[src/rtl/bch_enc_frame_ctrl.sv]
// Frame sequencer for the 4-bit-parallel BCH(511,484) encoder: clears the encoder, streams the
// message through it, then appends the captured parity as MSB-first nibbles.
module bch_enc_frame_ctrl #(
    parameter int unsigned P         = 4,
    parameter int unsigned MSG_BEATS = 121,
    parameter int unsigned PAR_BITS  = 27,
    parameter int unsigned PAR_BEATS = 7
) (
    input  logic                clk,
    input  logic                rst,
    input  logic                s_valid,
    output logic                s_ready,
    input  logic [P-1:0]        s_data,
    output logic                m_valid,
    input  logic                m_ready,
    output logic [P-1:0]        m_data,
    output logic                m_last,
    output logic                m_is_par,
    output logic                enc_clr,
    output logic                enc_en,
    output logic [P-1:0]        enc_msg,
    input  logic [PAR_BITS-1:0] enc_parity,
    output logic                busy,
    output logic [15:0]         frame_cnt
);

    localparam int unsigned SrW  = PAR_BEATS * P;
    localparam int unsigned CntW = (MSG_BEATS > PAR_BEATS) ? $clog2(MSG_BEATS) : $clog2(PAR_BEATS);

    localparam logic [2:0] StIdle = 3'd0;
    localparam logic [2:0] StClr  = 3'd1;
    localparam logic [2:0] StMsg  = 3'd2;
    localparam logic [2:0] StLoad = 3'd3;
    localparam logic [2:0] StPar  = 3'd4;

    logic [2:0]      state_q, state_d;
    logic [CntW-1:0] cnt_q, cnt_d;
    logic [SrW-1:0]  sr_q, sr_d;
    logic [15:0]     frame_cnt_q, frame_cnt_d;

    always_comb begin
        state_d     = state_q;
        cnt_d       = cnt_q;
        sr_d        = sr_q;
        frame_cnt_d = frame_cnt_q;
        s_ready     = 1'b0;
        m_valid     = 1'b0;
        m_data      = '0;
        m_last      = 1'b0;
        m_is_par    = 1'b0;
        enc_clr     = 1'b0;
        enc_en      = 1'b0;

        case (state_q)
            StIdle: begin
                // The waiting nibble stays upstream; it is consumed only in MSG.
                if (s_valid) state_d = StClr;
            end
            StClr: begin
                enc_clr = 1'b1;
                cnt_d   = '0;
                state_d = StMsg;
            end
            StMsg: begin
                s_ready = m_ready;
                m_valid = s_valid;
                m_data  = s_data;
                enc_en  = s_valid & m_ready;
                if (enc_en) begin
                    cnt_d = cnt_q + 1'b1;
                    if (cnt_q == CntW'(MSG_BEATS - 1)) state_d = StLoad;
                end
            end
            StLoad: begin
                // Encoder register has settled one edge after the last enc_en.
                sr_d                 = '0;
                sr_d[PAR_BITS-1:0]   = enc_parity;
                cnt_d                = '0;
                state_d              = StPar;
            end
            StPar: begin
                m_valid  = 1'b1;
                m_is_par = 1'b1;
                m_data   = sr_q[SrW-1 -: P];
                m_last   = (cnt_q == CntW'(PAR_BEATS - 1));
                if (m_ready) begin
                    sr_d  = sr_q << P;
                    cnt_d = cnt_q + 1'b1;
                    if (m_last) begin
                        frame_cnt_d = frame_cnt_q + 16'd1;
                        state_d     = StIdle;
                    end
                end
            end
            default: state_d = StIdle;
        endcase
    end

    always_ff @(posedge clk or negedge rst) begin
        if (!rst) begin
            state_q     <= StIdle;
            cnt_q       <= '0;
            sr_q        <= '0;
            frame_cnt_q <= '0;
        end else begin
            state_q     <= state_d;
            cnt_q       <= cnt_d;
            sr_q        <= sr_d;
            frame_cnt_q <= frame_cnt_d;
        end
    end

    assign enc_msg   = s_data;
    assign busy      = (state_q != StIdle);
    assign frame_cnt = frame_cnt_q;

endmodule

[config.mk]
export PLATFORM = sky130hd
export DESIGN_NAME = bch_enc_frame_ctrl
export DESIGN_NICKNAME = d
export VERILOG_FILES = /design/src/rtl/bch_enc_frame_ctrl.sv
export SDC_FILE = /design/constraint.sdc
export NUM_CORES = 1
export LEC_CHECK = 0
export CAP_MARGIN = 30
export CORE_MARGIN = 5
export CORE_UTILIZATION = 25
export CTS_CLUSTER_SIZE = 12
export DETAILED_ROUTE_END_ITERATION = 6
export SYNTH_ARGS = -nofsm -noshare
export SYNTH_HDL_FRONTEND = slang
export SYNTH_SLANG_ARGS = --single-unit
[constraint.sdc]
create_clock -name clk -period 1.6 [get_ports clk]
set_input_delay 0.24 -clock clk [delete_from_list [all_inputs] [get_ports clk]]
set_output_delay 0.24 -clock clk [all_outputs]
set_load 0.005 [all_outputs]
==> results of run 1 <==
what timing repair did:
item	in CTS	in global routing
gates resized for setup	132	93
hold buffers	1	0
hold endpoints to repair	54	0
pin swaps	38	46
endpoints found under the setup margin	42	63
buffers inserted	31	15
cloned	2	2
cells in the final DEF (no fill, tap or decap), types with 4 or more instances in the layout:
master           synthesis  routed
a22o_1                   4       4
a22oi_2                  0       4
buf_12                   0       9
buf_2                    5       9
buf_4                    4      32
buf_6                    0      30
clkbuf_8                 0       5
clkdlybuf4s50_1          0      52
dfrtp_1                 54      50
dfrtp_2                  0       4
ha_1                     4       4
inv_1                    8       8
mux2i_1                 23      18
mux2i_2                  0       5
nand2_1                 34      12
nand2_2                  0      14
nand2_4                  0       8
nand3_1                  8       7
nor2_1                  15       8
nor2_4                   0       6
nor3_2                   1       5
o21ai_1                  3       9
o21ai_2                  0      22
xnor2_1                  8       7
xor2_1                   8       8
flip-flops by register name, indices dropped and copies added (netlist names):
register   cells
sr_q          28
frame_cnt     16
cnt_q          7
state_q        3
cells by family (layout without fill, tap and decap cells):
group,Yosys count,count (layout)
simple gates,94,94
flops,54,54
compound gates,49,49
buf+inv,26,155
mux,24,24
xor+xnor,16,16
fa+ha+maj,4,4
per-stage QoR:
step	power, mW	std cells
floorplan	3.24	267
global placement	4.22	487
detailed placement	4.28	487
CTS	6.17	525
global route	7.44	536
finish	6.96	536
power by group through the flow:
stage / registers, mW / clock network, mW / logic [mW]
final: 2.19 / 0.915 / 3.86
after CTS: 2.11 / 0.950 / 3.11
after global routing: 2.26 / 1.02 / 4.17
after detailed placement: 2.13 / 0 / 2.15
after floorplan: 2.04 / 0 / 1.20
after global placement: 2.11 / 0 / 2.12
routing by layer:
layer	wire, µm	track usage [%]	vias to the layer above
li1	-	-	1185
met1	3310	14.4	1197
met2	4110	19.8	45
met3	353	2.86	2
met4	29	2.38	0
met5	0	0	-
synth_stat cells (all sizes together), types with 3 or more instances:
master,n,area (µm²)
nand2,34,128
a31oi,3,18.8
and2,3,18.8
inv,8,30.0
dfrtp,54,1350
xnor2,8,70.1
nor2b,5,31.3
nand3,8,40.0
mux2i,23,230
a22o,4,35.0
a22oi,4,30.0
and3,4,25.0
buf,9,55.1
ha,4,50.1
clkbuf,9,33.8
nor2,15,56.3
o31ai,3,22.5
xor2,8,70.1
o21ai,32,160
nand4,4,37.5
nor3,8,45.0
worst max-delay path, stage by stage (launching register included):
cell and delay [ns]:
dfrtp_2 0.48, buf_6 0.14, and4bb_4 0.37, buf_6 0.13, nor2_4 0.06, buf_12 0.13
buf_12 0.14, a22o_1 0.18
path summary, 6_finish.rpt:
path,from,slack [ns],end,cells after the start
setup / recovery,state_q[0],-0.13,sr_q[3],7
hold / removal,rst,0.44,cnt_q[2],3
setup reg to reg,state_q[0],-0.13,sr_q[3],7
hold reg to reg,sr_q[11],0.49,sr_q[11],2
max in group asynchronous,rst,0.88,state_q[1],3
min in group clk,sr_q[11],0.49,sr_q[11],2
area by class of cell:
type,count,share of cell area [%]
clock buffer,5,1.44
multi-input combinational,187,34.9
sequential,54,28.4
clock inverter,3,0.837
tap,140,3.66
inverter,8,0.628
timing repair buffer,139,30.2
==> results.json, run 1 <==
{
  "synth_fp_nets": 306,
  "fin_crit_sh_pct": 108,
  "area_growth_pct": 77.4,
  "finalWorstSetupSlack_ns": -0.131,
  "worstPathArrival_ns": 1.93,
  "finalInstanceArea_um2": 4780,
  "synth_top_family_by_area": "simple AND/OR/NAND/NOR gates",
  "hold_viol_final": 0,
  "netSwitchingPower_mw": 2.49,
  "vias_per_cell": 4.53,
  "violations": "negative setup slack",
  "slew_headroom_pct": 79.8,
  "maxSlewViolCount": 0,
  "rsz0062_at_grt": "true",
  "synth_area_um2": 2700,
  "synth_edf_count": 0,
  "grt_overflow_total": 0,
  "clock_path_buffers": 2,
  "grt_pass1_vias": 2457,
  "drt_iter0_drc": 50,
  "postLayoutCoreUtil_pct": 44.7,
  "synth-main-ff-cell": "dfrtp_1",
  "yosysWarnings": 0,
  "place_congestion": 0.791,
  "cp-start-kind": "register",
  "antennaDiodeCount": 0,
  "vias": 2429,
  "htree_levels": 2,
  "clkTransAtPathRegs_ns": 0.10,
  "worstPathMaxFanout": 16,
  "clock.fmax_mhz": 578,
  "fin_tns_setup_ns": -3.25,
  "p_per_area_nw_per_um2": 1460,
  "track_usage_pct": 11.4,
  "outcome": "finished, violations left",
  "post-dp-hpwl_mm": 4.79,
  "synth_cell_types": 39,
  "synth_compound_area_share_pct": 10.5,
  "maxCapViolations": 0,
  "synth_simple_gate_area_share_pct": 18.9,
  "n_fill_cell": 997,
  "cts_buffers": 5,
  "dieArea_um2": 13000,
  "firstDrtPassIters": 4,
  "ir_drop_uv": 626,
  "fin_nets": 434,
  "worst_pin_slew_ns": 0.302,
  "required_ns": 1.80,
  "synthCells": 267,
  "drcViolationCount": 0,
  "postRouteAntennaNets": 0,
  "drive_gt1_share_pct": 47.0,
  "cts_tree": "yes",
  "finalWirelength_mm": 7.80,
  "cellLeakagePower_nw": 2.15,
  "hp-class": "in -> async",
  "fin_crit_ns": 1.73,
  "multi_input_area_um2": 1670,
  "drt-wirelength-per-cell_um": 14.6,
  "crit_type": "reg -> reg",
  "grt_first_pass_wirelength_mm": 12.0,
  "ys_ff_latch": 54,
  "p_sw_share_pct": 35.7,
  "synthAdderAreaFrac_pct": 1.86,
  "regArea_um2": 1360,
  "fp-row-count": 38,
  "ys_seq_area_share_pct": 50.1,
  "clock-sinks": 54,
  "root_buffer": "clkbuf_8",
  "finalClockSkew_ns": 0.00416,
  "cp-end-kind": "register",
  "start_util_pct": 25.2,
  "hold_slack_ns": 0.443,
  "place_area_um2": 3710,
  "grt_max_degree": 55,
  "finalSetupViolCount": 52,
  "seqPwrFrac_pct": 31.4,
  "synthXorXnorAreaFrac_pct": 5.20,
  "p_int_mw": 4.48,
  "portBuffers": 65,
  "place_ws_ns": -0.254,
  "antenna_found_initial": 0,
  "synthMuxAreaShare_pct": 8.96,
  "die_h_um": 114,
  "chipWidth_um": 114,
  "io_pins": 66,
  "power_frac_clock_pct": 13.1,
  "syn_area_per_cell_um2": 10.1,
  "clk_latency_ns": 0.30,
  "pwr-share-comb_pct": 55.5,
  "ys_async_sr_fraction_pct": 100,
  "core_um2": 10700
}
Power figures use the tool's default switching activity.
==> inputs of run 2 (changes only) <==
Settings changed: CTS_BUF_LIST set to sky130_fd_sc_hd__clkbuf_4 sky130_fd_sc_hd__clkbuf_8.
==> results of run 2 <==
The final DEF is identical to that of run 1; final timing and power are the same.
